$ cat src/rtl/integrator_pkg.sv
// -----------------------------------------------------------------------------
// integrator_pkg
// Shared definitions for the multi-mode integrator:
//   - mode_e     : run-time integration rule encodings
//   - acc_width  : accumulator width derivation (output width plus guard bits)
// -----------------------------------------------------------------------------
package integrator_pkg;

  typedef enum logic [1:0] {
    MODE_RECT = 2'd0,  // y[n] = y[n-1] + c0*x[n]
    MODE_TRAP = 2'd1,  // y[n] = y[n-1] + c0*x[n] + c1*x[n-1]
    MODE_SIMP = 2'd2,  // y[n] = y[n-2] + c0*x[n] + c1*x[n-1] + c2*x[n-2]
    MODE_HOLD = 2'd3   // y[n] = y[n-1], history of y untouched
  } mode_e;

  function automatic int acc_width(input int out_w, input int guard);
    return out_w + guard;
  endfunction

endpackage

$ cat src/rtl/integrator_sat.sv
// -----------------------------------------------------------------------------
// integrator_sat
// Combinational signed saturator from ACC_W bits down to OUT_W bits.
//   acc_i  : signed accumulator value
//   sat_o  : acc_i clipped to [-2^(OUT_W-1), 2^(OUT_W-1)-1]
//   clip_o : high when acc_i was outside the output range
// -----------------------------------------------------------------------------
module integrator_sat #(
  parameter int ACC_W = 26,
  parameter int OUT_W = 22
) (
  input  logic signed [ACC_W-1:0] acc_i,
  output logic signed [OUT_W-1:0] sat_o,
  output logic                    clip_o
);

  localparam int TOP_W = ACC_W - OUT_W + 1;

  // The value fits exactly when every bit from the output sign bit upward is a
  // copy of the accumulator sign bit.
  logic in_range;
  assign in_range = (acc_i[ACC_W-1:OUT_W-1] == {TOP_W{acc_i[ACC_W-1]}});

  // NOTE: every output of a combinational block gets a default first, so no
  // path leaves it unassigned and no latch is inferred.
  always_comb begin
    clip_o = 1'b0;
    sat_o  = acc_i[OUT_W-1:0];
    if (!in_range) begin
      clip_o = 1'b1;
      sat_o  = acc_i[ACC_W-1] ? {1'b1, {(OUT_W-1){1'b0}}}
                              : {1'b0, {(OUT_W-1){1'b1}}};
    end
  end

endmodule

$ cat src/rtl/integrator_multimode.sv
// -----------------------------------------------------------------------------
// integrator_multimode
// Two-stage discrete-time integrator for a signed fixed-point sample stream,
// rule selected per sample (rectangular, trapezoidal, Simpson, hold).
//   clk, reset        : clock, synchronous active-high reset (beats clk_enable)
//   clk_enable        : global enable, every register holds when low
//   clear             : synchronous state clear, qualified by clk_enable
//   mode              : integration rule, captured with each accepted sample
//   coef0/coef1/coef2 : unsigned weights for x[n], x[n-1], x[n-2]
//   in_valid, In      : sample strobe and signed sample
//   out_valid, Out    : one-cycle result strobe and saturated result
//   sat               : sticky clipping flag, cleared by reset or clear
// Latency: a sample presented in cycle k yields out_valid/Out in cycle k+2
// (counting enabled cycles only).
// -----------------------------------------------------------------------------
module integrator_multimode
  import integrator_pkg::*;
#(
  parameter int DATA_W    = 22,
  parameter int DATA_FRAC = 10,
  parameter int COEF_W    = 12,
  parameter int COEF_FRAC = 10,
  parameter int OUT_W     = 22,
  parameter int GUARD     = 4
) (
  input  logic                     clk,
  input  logic                     reset,
  input  logic                     clk_enable,
  input  logic                     clear,
  input  logic [1:0]               mode,
  input  logic [COEF_W-1:0]        coef0,
  input  logic [COEF_W-1:0]        coef1,
  input  logic [COEF_W-1:0]        coef2,
  input  logic                     in_valid,
  input  logic signed [DATA_W-1:0] In,
  output logic                     out_valid,
  output logic signed [OUT_W-1:0]  Out,
  output logic                     sat
);

  localparam int ACC_W  = acc_width(OUT_W, GUARD);
  localparam int PROD_W = DATA_W + COEF_W + 1;

  // Out carries DATA_FRAC+COEF_FRAC fractional bits; the format needs at least
  // one integer (sign) bit left over.
  if (DATA_FRAC + COEF_FRAC > OUT_W - 1) begin : g_bad_format
    $error("integrator_multimode: output fractional bits exceed OUT_W-1");
  end

  // ---------------------------------------------------------------------------
  // State
  // ---------------------------------------------------------------------------
  logic                     s1_valid_q, s1_valid_d;
  logic signed [ACC_W-1:0]  p_q, p_d;
  mode_e                    mode_q, mode_d;
  logic signed [DATA_W-1:0] x1_q, x1_d, x2_q, x2_d;
  logic                     out_valid_q, out_valid_d;
  logic signed [OUT_W-1:0]  y1_q, y1_d, y2_q, y2_d;
  logic                     sat_q, sat_d;

  // ---------------------------------------------------------------------------
  // Stage 1 datapath: full-precision products, sum carried in ACC_W bits.
  // Coefficients are unsigned, so a zero is prepended before the signed multiply.
  // ---------------------------------------------------------------------------
  logic signed [PROD_W-1:0] prod0, prod1, prod2;
  logic signed [ACC_W-1:0]  p_sum;

  assign prod0 = PROD_W'($signed({1'b0, coef0})) * PROD_W'(In);
  assign prod1 = PROD_W'($signed({1'b0, coef1})) * PROD_W'(x1_q);
  assign prod2 = PROD_W'($signed({1'b0, coef2})) * PROD_W'(x2_q);

  always_comb begin
    p_sum = ACC_W'(prod0);
    case (mode_e'(mode))
      MODE_TRAP: p_sum = ACC_W'(prod0) + ACC_W'(prod1);
      MODE_SIMP: p_sum = ACC_W'(prod0) + ACC_W'(prod1) + ACC_W'(prod2);
      default:   p_sum = ACC_W'(prod0);
    endcase
  end

  // ---------------------------------------------------------------------------
  // Stage 2 datapath: Simpson spans two samples, so it integrates onto y[n-2].
  // ---------------------------------------------------------------------------
  logic signed [ACC_W-1:0] acc;
  logic signed [OUT_W-1:0] sat_val;
  logic                    clip;

  assign acc = p_q + ((mode_q == MODE_SIMP) ? ACC_W'(y2_q) : ACC_W'(y1_q));

  integrator_sat #(
    .ACC_W (ACC_W),
    .OUT_W (OUT_W)
  ) u_sat (
    .acc_i  (acc),
    .sat_o  (sat_val),
    .clip_o (clip)
  );

  // ---------------------------------------------------------------------------
  // Next-state logic. clear behaves like reset but only on enabled cycles, and
  // it wins over a same-cycle sample, which is dropped.
  // ---------------------------------------------------------------------------
  always_comb begin
    s1_valid_d  = s1_valid_q;
    p_d         = p_q;
    mode_d      = mode_q;
    x1_d        = x1_q;
    x2_d        = x2_q;
    out_valid_d = out_valid_q;
    y1_d        = y1_q;
    y2_d        = y2_q;
    sat_d       = sat_q;

    if (clk_enable) begin
      if (clear) begin
        s1_valid_d  = 1'b0;
        p_d         = '0;
        mode_d      = MODE_RECT;
        x1_d        = '0;
        x2_d        = '0;
        out_valid_d = 1'b0;
        y1_d        = '0;
        y2_d        = '0;
        sat_d       = 1'b0;
      end else begin
        s1_valid_d  = in_valid;
        out_valid_d = s1_valid_q;
        if (in_valid) begin
          p_d    = p_sum;
          mode_d = mode_e'(mode);
          x1_d   = In;
          x2_d   = x1_q;
        end
        // Hold samples still pulse out_valid but leave the y history alone;
        // Out is y1, so it repeats the previous result.
        if (s1_valid_q && (mode_q != MODE_HOLD)) begin
          y1_d  = sat_val;
          y2_d  = y1_q;
          sat_d = sat_q | clip;
        end
      end
    end
  end

  // NOTE: sequential state is written with non-blocking assignments only, so
  // every register samples the pre-edge value of every other register.
  always_ff @(posedge clk) begin
    if (reset) begin
      s1_valid_q  <= 1'b0;
      p_q         <= '0;
      mode_q      <= MODE_RECT;
      x1_q        <= '0;
      x2_q        <= '0;
      out_valid_q <= 1'b0;
      y1_q        <= '0;
      y2_q        <= '0;
      sat_q       <= 1'b0;
    end else begin
      s1_valid_q  <= s1_valid_d;
      p_q         <= p_d;
      mode_q      <= mode_d;
      x1_q        <= x1_d;
      x2_q        <= x2_d;
      out_valid_q <= out_valid_d;
      y1_q        <= y1_d;
      y2_q        <= y2_d;
      sat_q       <= sat_d;
    end
  end

  assign out_valid = out_valid_q;
  assign Out       = y1_q;
  assign sat       = sat_q;

endmodule

$ cat config.mk
export PLATFORM = sky130hd
export DESIGN_NAME = integrator_multimode
export DESIGN_NICKNAME = d
export VERILOG_FILES = /design/src/rtl/integrator_pkg.sv /design/src/rtl/integrator_sat.sv /design/src/rtl/integrator_multimode.sv
export SDC_FILE = /design/constraint.sdc
export NUM_CORES = 2
export LEC_CHECK = 0
export CORE_MARGIN = 2
export CORE_UTILIZATION = 40
export CTS_BUF_LIST = sky130_fd_sc_hd__clkbuf_8
export CTS_CLUSTER_DIAMETER = 30
export DETAILED_ROUTE_END_ITERATION = 6
export SETUP_SLACK_MARGIN = 0.1
export SLEW_MARGIN = 25
export SYNTH_ARGS = -nofsm -noshare
export SYNTH_HDL_FRONTEND = slang
export SYNTH_SLANG_ARGS = --single-unit
$ cat constraint.sdc
create_clock -name clk -period 16 [get_ports clk]
set_clock_uncertainty 0.05 [all_clocks]
set_input_delay 4.8 -clock clk [delete_from_list [all_inputs] [get_ports clk]]
set_output_delay 4.8 -clock clk [all_outputs]
set_load 0.1 [all_outputs]
Word-level counts from Yosys, hierarchy flattened
Cells that the tools add are included.
{ "word_totals": {"reg_bits": 119, "latchBits": 0, "ramBits": 0, "rom_bits": 0, "in_bits": 65, "out_inout_bits": 24, "wordCells": 47, "mem_count": 0} }
{ "classes": {"add_sub_neg": 3, "multipliers": 3, "div": 0, "order_cmp": 0, "n_eq_ne": 5, "shifts": 0, "mux": 21, "n_bitwise": 1, "n_reduce_logical": 5} }
{ "op_table": {"columns": ["op", "count"], "rows": [
  ["22-bit 2-to-1 mux", 10],
  ["26-bit adder", 3],
  ["13-bit by 22-bit multiplier with 26-bit output", 3],
  ["26-bit 2-to-1 mux", 3],
  ["26-bit one-hot mux with 2 select lines", 1],
  ["1-bit 2-to-1 mux", 5],
  ["2-bit equality test (second input constant)", 2],
  ["4-bit equality test", 1],
  ["2-bit 2-to-1 mux", 2],
  ["2-bit AND reduction", 2],
  ["2-bit nonzero test", 2],
  ["2-bit by 1-bit equality test with 1-bit output (second input constant)", 1],
  ["2-bit inequality test (second input constant)", 1],
  ["1-bit logical AND", 1],
  ["1-bit bitwise OR", 1]
]} }

Logic depth before layout (Yosys ltp)
{ "depth": {"ltp_word": 8, "ltp_mapped": 42, "depth_no_buf": 40} }

Cells and area by module
From an unflattened synthesis, not the netlist that was laid out.
{ "hier_totals": {"cells_unflattened": 3322, "area_unflattened_um2": 29275.6} }
{ "by_module_without_submodules": {"columns": ["mod", "instances", "cells_per_inst", "area_each_um2", "seq_area_each_um2"], "rows": [
  ["integrator_multimode", 1, 3238, 28586.2, 2382.3],
  ["integrator_sat", 1, 84, 689.4, 0.0]
]} }

Worst setup path after synthesis
OpenSTA, ideal clock, no wires.
{ "synth_timing": {"path_kind": "input-to-reg", "startpoint": "input port In[7]", "endpoint": "register p_q[21]", "setup_time_ns": 0.128, "arrival_time_ns": 13.569, "required_time_ns": 15.822, "setup_slack_ns": 2.254, "cell_stages": 39, "path_buffers": 1, "cell_sequence": "clkbuf_1 and2_1 fa_1 inv_1 fa_1 inv_1 fa_1 inv_1 fa_1 fa_1 inv_1 ha_1 or4_1 and3_1 o21ai_0 nand2b_1 a21o_1 a21oi_1 [... 3 more ...] nand3_1 o22ai_1 o31ai_1 a31oi_1 nor2_1 xnor2_1 fa_1 ha_1 or2_2 a21oi_1 a21oi_1 a21o_1 a21o_1 a21oi_1 xnor2_1 a221o_1 a32oi_1 nor2_1"} }
{ "synth_between": {"elab_chain_len": 6} }
{ "synth_rtl": {"columns": ["element", "line_no", "rtl"], "rows": [
  ["start: declaration", "integrator_multimode.sv:35", "input logic signed [DATA_W-1:0] In,"],
  ["13-bit by 22-bit multiplier with 26-bit output *", "integrator_multimode.sv:68", "assign prod0 = PROD_W'($signed({1'b0, coef0})) * PROD_W'(In);"],
  ["26-bit adder", "integrator_multimode.sv:75, integrator_multimode.sv:76", null],
  ["26-bit adder", "integrator_multimode.sv:76", "MODE_SIMP: p_sum = ACC_W'(prod0) + ACC_W'(prod1) + ACC_W'(prod2);"],
  ["26-bit one-hot mux with 2 select lines *", "integrator_multimode.sv:74", "case (mode_e'(mode))"],
  ["26-bit 2-to-1 mux *", "integrator_multimode.sv:128", "if (in_valid) begin"],
  ["26-bit 2-to-1 mux *", "integrator_multimode.sv:115", "if (clear) begin"],
  ["end signal: assignment", "integrator_multimode.sv:160", "p_q <= p_d;"],
  ["end: declaration", "integrator_multimode.sv:54", "logic signed [ACC_W-1:0] p_q, p_d;"]
]} }
Every way passes the cells marked *; elsewhere a longest branch is shown, timed or not. The select of a mux whose other input is x is not followed.
A chain may end at the register's enable or synchronous reset.

Final worst setup path
{ "layout_timing": {"startpoint": "input port coef0[3]", "endpoint": "register p_q[24]"} }
{ "layout_between": {"elab_chain_len": 6} }
{ "layout_rtl": {"columns": ["element", "line_no", "rtl"], "rows": [
  ["start: declaration", "integrator_multimode.sv:31", "input logic [COEF_W-1:0] coef0,"],
  ["13-bit by 22-bit multiplier with 26-bit output *", "integrator_multimode.sv:68", null],
  ["26-bit adder", "integrator_multimode.sv:75, integrator_multimode.sv:76", null],
  ["26-bit adder", "integrator_multimode.sv:76", null],
  ["26-bit one-hot mux with 2 select lines *", "integrator_multimode.sv:74", null],
  ["26-bit 2-to-1 mux *", "integrator_multimode.sv:128", null],
  ["26-bit 2-to-1 mux *", "integrator_multimode.sv:115", null]
]} }
Marked as above.

==> impl_metrics.tcl <==
set metrics [dict create \
    postRouteWirelength_um 77000 \
    dp.cells 4219 \
    wl_per_cell_um 18.1 \
    report.final.slew_viol_count 0 \
    placementRows 98 \
    worst-setup-path-type "primary input to flip-flop" \
    netlist_instances 3315 \
    max_freq_ghz 0.0664 \
    crit_slowest_cell "sky130_fd_sc_hd__clkdlybuf4s50_1" \
    finalWeightedCongestion 0.887 \
    setup_repair_after_global_routing_missed_its_margin "no" \
    maximum_number_of_pins_on_one_net_before_global_route_repair 65 \
    die_x_um 273 \
    viasPerCell 5.15 \
    setup_violations 0 \
    run_status "finished, final reports clean" \
    cts_hold_repair.buffers 0 \
    cts_max_level 4 \
    critPathCaptureType "flip-flop" \
    port_buffers 88 \
    grt_pass1_wl_um 127000 \
    synth_top_area_share_pct 39.8 \
    syn_avg_cell_area_um2 8.75 \
    pin_slew_with_the_least_headroom_to_its_limit_ns 1.01 \
    post-cts-setup-buffers 0 \
    cts_tree "built" \
    post_synth_num_cell_types 71 \
    cts_buffer_depth 2 \
    dieArea_um2 74700 \
    timing.final.crit_share_pct 94.2 \
    place_worst_setup_slack_ns 0.492 \
    max-slew-margin-rel_pct 32.3 \
    ctsRootBufferMaster "sky130_fd_sc_hd__clkbuf_8" \
    io_pins 89 \
    synth_flop_cell "sky130_fd_sc_hd__dfxtp_1" \
    clk_latency_ns 0.54 \
    async_reset_ff_share_pct 0 \
    commonest_cells_after_routing_fill_and_taps_aside "sky130_fd_sc_hd__inv_1, sky130_fd_sc_hd__fa_1, sky130_fd_sc_hd__nand2_1, sky130_fd_sc_hd__and2_1, sky130_fd_sc_hd__ha_1" \
    cap_viol_max_count 0 \
    cts.sink_count 119 \
    floorplan.initialDensity_pct 40.5 \
    final_net_count 4151 \
    crit_path_max_fanout 13 \
    delay_contributed_by_the_slowest_stage_of_the_critical_path_ns 0.72 \
    timing.hold.worst.class "flip-flop to flip-flop" \
    layout_min_cycle_time_ns 15.07 \
    arrival_ns 15.41 \
    drive_above_1_share_pct 3.39 \
    grt_antenna_before_repair 0 \
    worst-r2r-cell-count 29 \
    cts-buffers-inserted 17 \
    synthDominantAreaCellType "sky130_fd_sc_hd__fa_1" \
    hpwl_um 62300 \
    postPlaceCellArea_um2 30700 \
    finish.instance_area_um2 31100 \
    area.growth.synth_to_final_pct 7.17 \
    first_global_vias 23100 \
    synth-edff-count 0 \
    ys_top_cells_by_area "sky130_fd_sc_hd__fa_1, sky130_fd_sc_hd__ha_1, sky130_fd_sc_hd__dfxtp_1" \
    drcViolationCount 0 \
    timing.final.ws_setup_ns 0.935 \
    mappedNetlistNets 4178 \
    worst_path_most_repeated_cell "sky130_fd_sc_hd__fa_1" \
    drt_pass1_iterations 5 \
    worstHoldPathCells 2 \
    n_fill_cell 7233 \
    diodes 0 \
    post_cts_resized 0 \
    die_height_um 273 \
    mostFrequentLayoutCell "sky130_fd_sc_hd__inv_1" \
    fp.coreArea_um2 71600 \
    yosysWarnings 0 \
    grt.total_usage_pct 21.7 \
    layout.cells.non_filler 4251 \
    clock_transition_at_the_registers_of_the_reported_paths_ns 0.08 \
    ys_ff_latch 119 \
    timing.final.hold_violations 0 \
    synth.cell_area_um2 29000 \
    routed-via-count 21900 \
    fin_tns_setup_ns 0 \
    gr-total-overflow 0 \
    sequential_element_share_of_the_synthesized_area_pct 8.21 \
    worstPathRequired_ns 16.34 \
    antenna_left 0 \
    critPathLaunchType "primary input" \
    first_iter_violations 1310 \
]
critical path, delay by kind of cell:
family                     cells  cell delay [ns]
AOI/OAI and AO/OA             14             2.66
buffers and inverters          5             0.93
adders and majority gates     10             4.54
and+or+nand+nor                7             1.54
xor gates and xnor gates       3             0.91
metal layers:
metal | share of wire [%] | routed length, µm | global-route usage [%]
met1 | 45 | 34700 | 29.2
met2 | 50 | 38400 | 38.0
met3 | 3.9 | 3040 | 2.59
met4 | 1.2 | 922 | 3.49
met5 | 0 | 0 | 0
cell type report:
| cell class | count | area, µm² | share of cell area (%) |
|---|---|---|---|
| multi-input combinational | 2401 | 23700 | 76.1 |
| sequential | 119 | 2380 | 7.66 |
| inverter | 632 | 2370 | 7.63 |
| tap | 950 | 1190 | 3.82 |
| timing repair buffer | 117 | 1100 | 3.52 |
| clock buffer | 17 | 234 | 0.752 |
| clock inverter | 15 | 158 | 0.507 |
sequential cells by signal (all words and copies together) (netlist names):
name	count
x2_q	22
p_q	26
s1_valid_q	1
out_valid	1
x1_q	22
mode_q	2
y2_q	22
sat	1
Out	22
cell families (layout without fill, tap and decap cells):
family	count (synthesis)	count (layout)	synth area share [%]
AOI/OAI and AO/OA	406	406	9.79
xor gates and xnor gates	133	133	4.07
adders and majority gates	798	798	49.3
buffers and inverters	795	781	10.3
muxes	24	24	0.923
and+or+nand+nor	1040	1040	17.3
DFF	119	119	8.21
through the flow:
| step | hold slack, ns | util, % |
|---|---|---|
| finish | 0.415 | 43.4 |
| global route | 0.432 | 43.4 |
| CTS | 0.418 | 43.4 |
| detailed placement | 0.407 | 42.9 |
| global placement | 0.403 | 42.9 |
| floorplan | 0.382 | - |
worst paths after layout:
path,startpoint,end,slack (ns)
max,coef0[3],p_q[24],0.93
min,p_q[6],p_q[6],0.42
max reg2reg,x1_q[8],p_q[24],6.88
min reg2reg,p_q[6],p_q[6],0.42
synth_stat cells, types with 23 or more instances:
| cell type | count |
|---|---|
| sky130_fd_sc_hd__a22oi_1 | 75 |
| sky130_fd_sc_hd__fa_1 | 577 |
| sky130_fd_sc_hd__a21o_1 | 34 |
| sky130_fd_sc_hd__dfxtp_1 | 119 |
| sky130_fd_sc_hd__inv_1 | 632 |
| sky130_fd_sc_hd__nor2_1 | 144 |
| sky130_fd_sc_hd__o21a_1 | 23 |
| sky130_fd_sc_hd__xor2_1 | 33 |
| sky130_fd_sc_hd__ha_1 | 221 |
| sky130_fd_sc_hd__nand2b_1 | 23 |
| sky130_fd_sc_hd__o21ai_0 | 48 |
| sky130_fd_sc_hd__a21oi_1 | 73 |
| sky130_fd_sc_hd__nand2_1 | 444 |
| sky130_fd_sc_hd__and2_1 | 344 |
| sky130_fd_sc_hd__xnor2_1 | 99 |
| sky130_fd_sc_hd__clkbuf_1 | 151 |
Power is left out: the tool's default activity adds up to more than one toggle a clock period on the data nets, which glitch-free logic cannot reach.
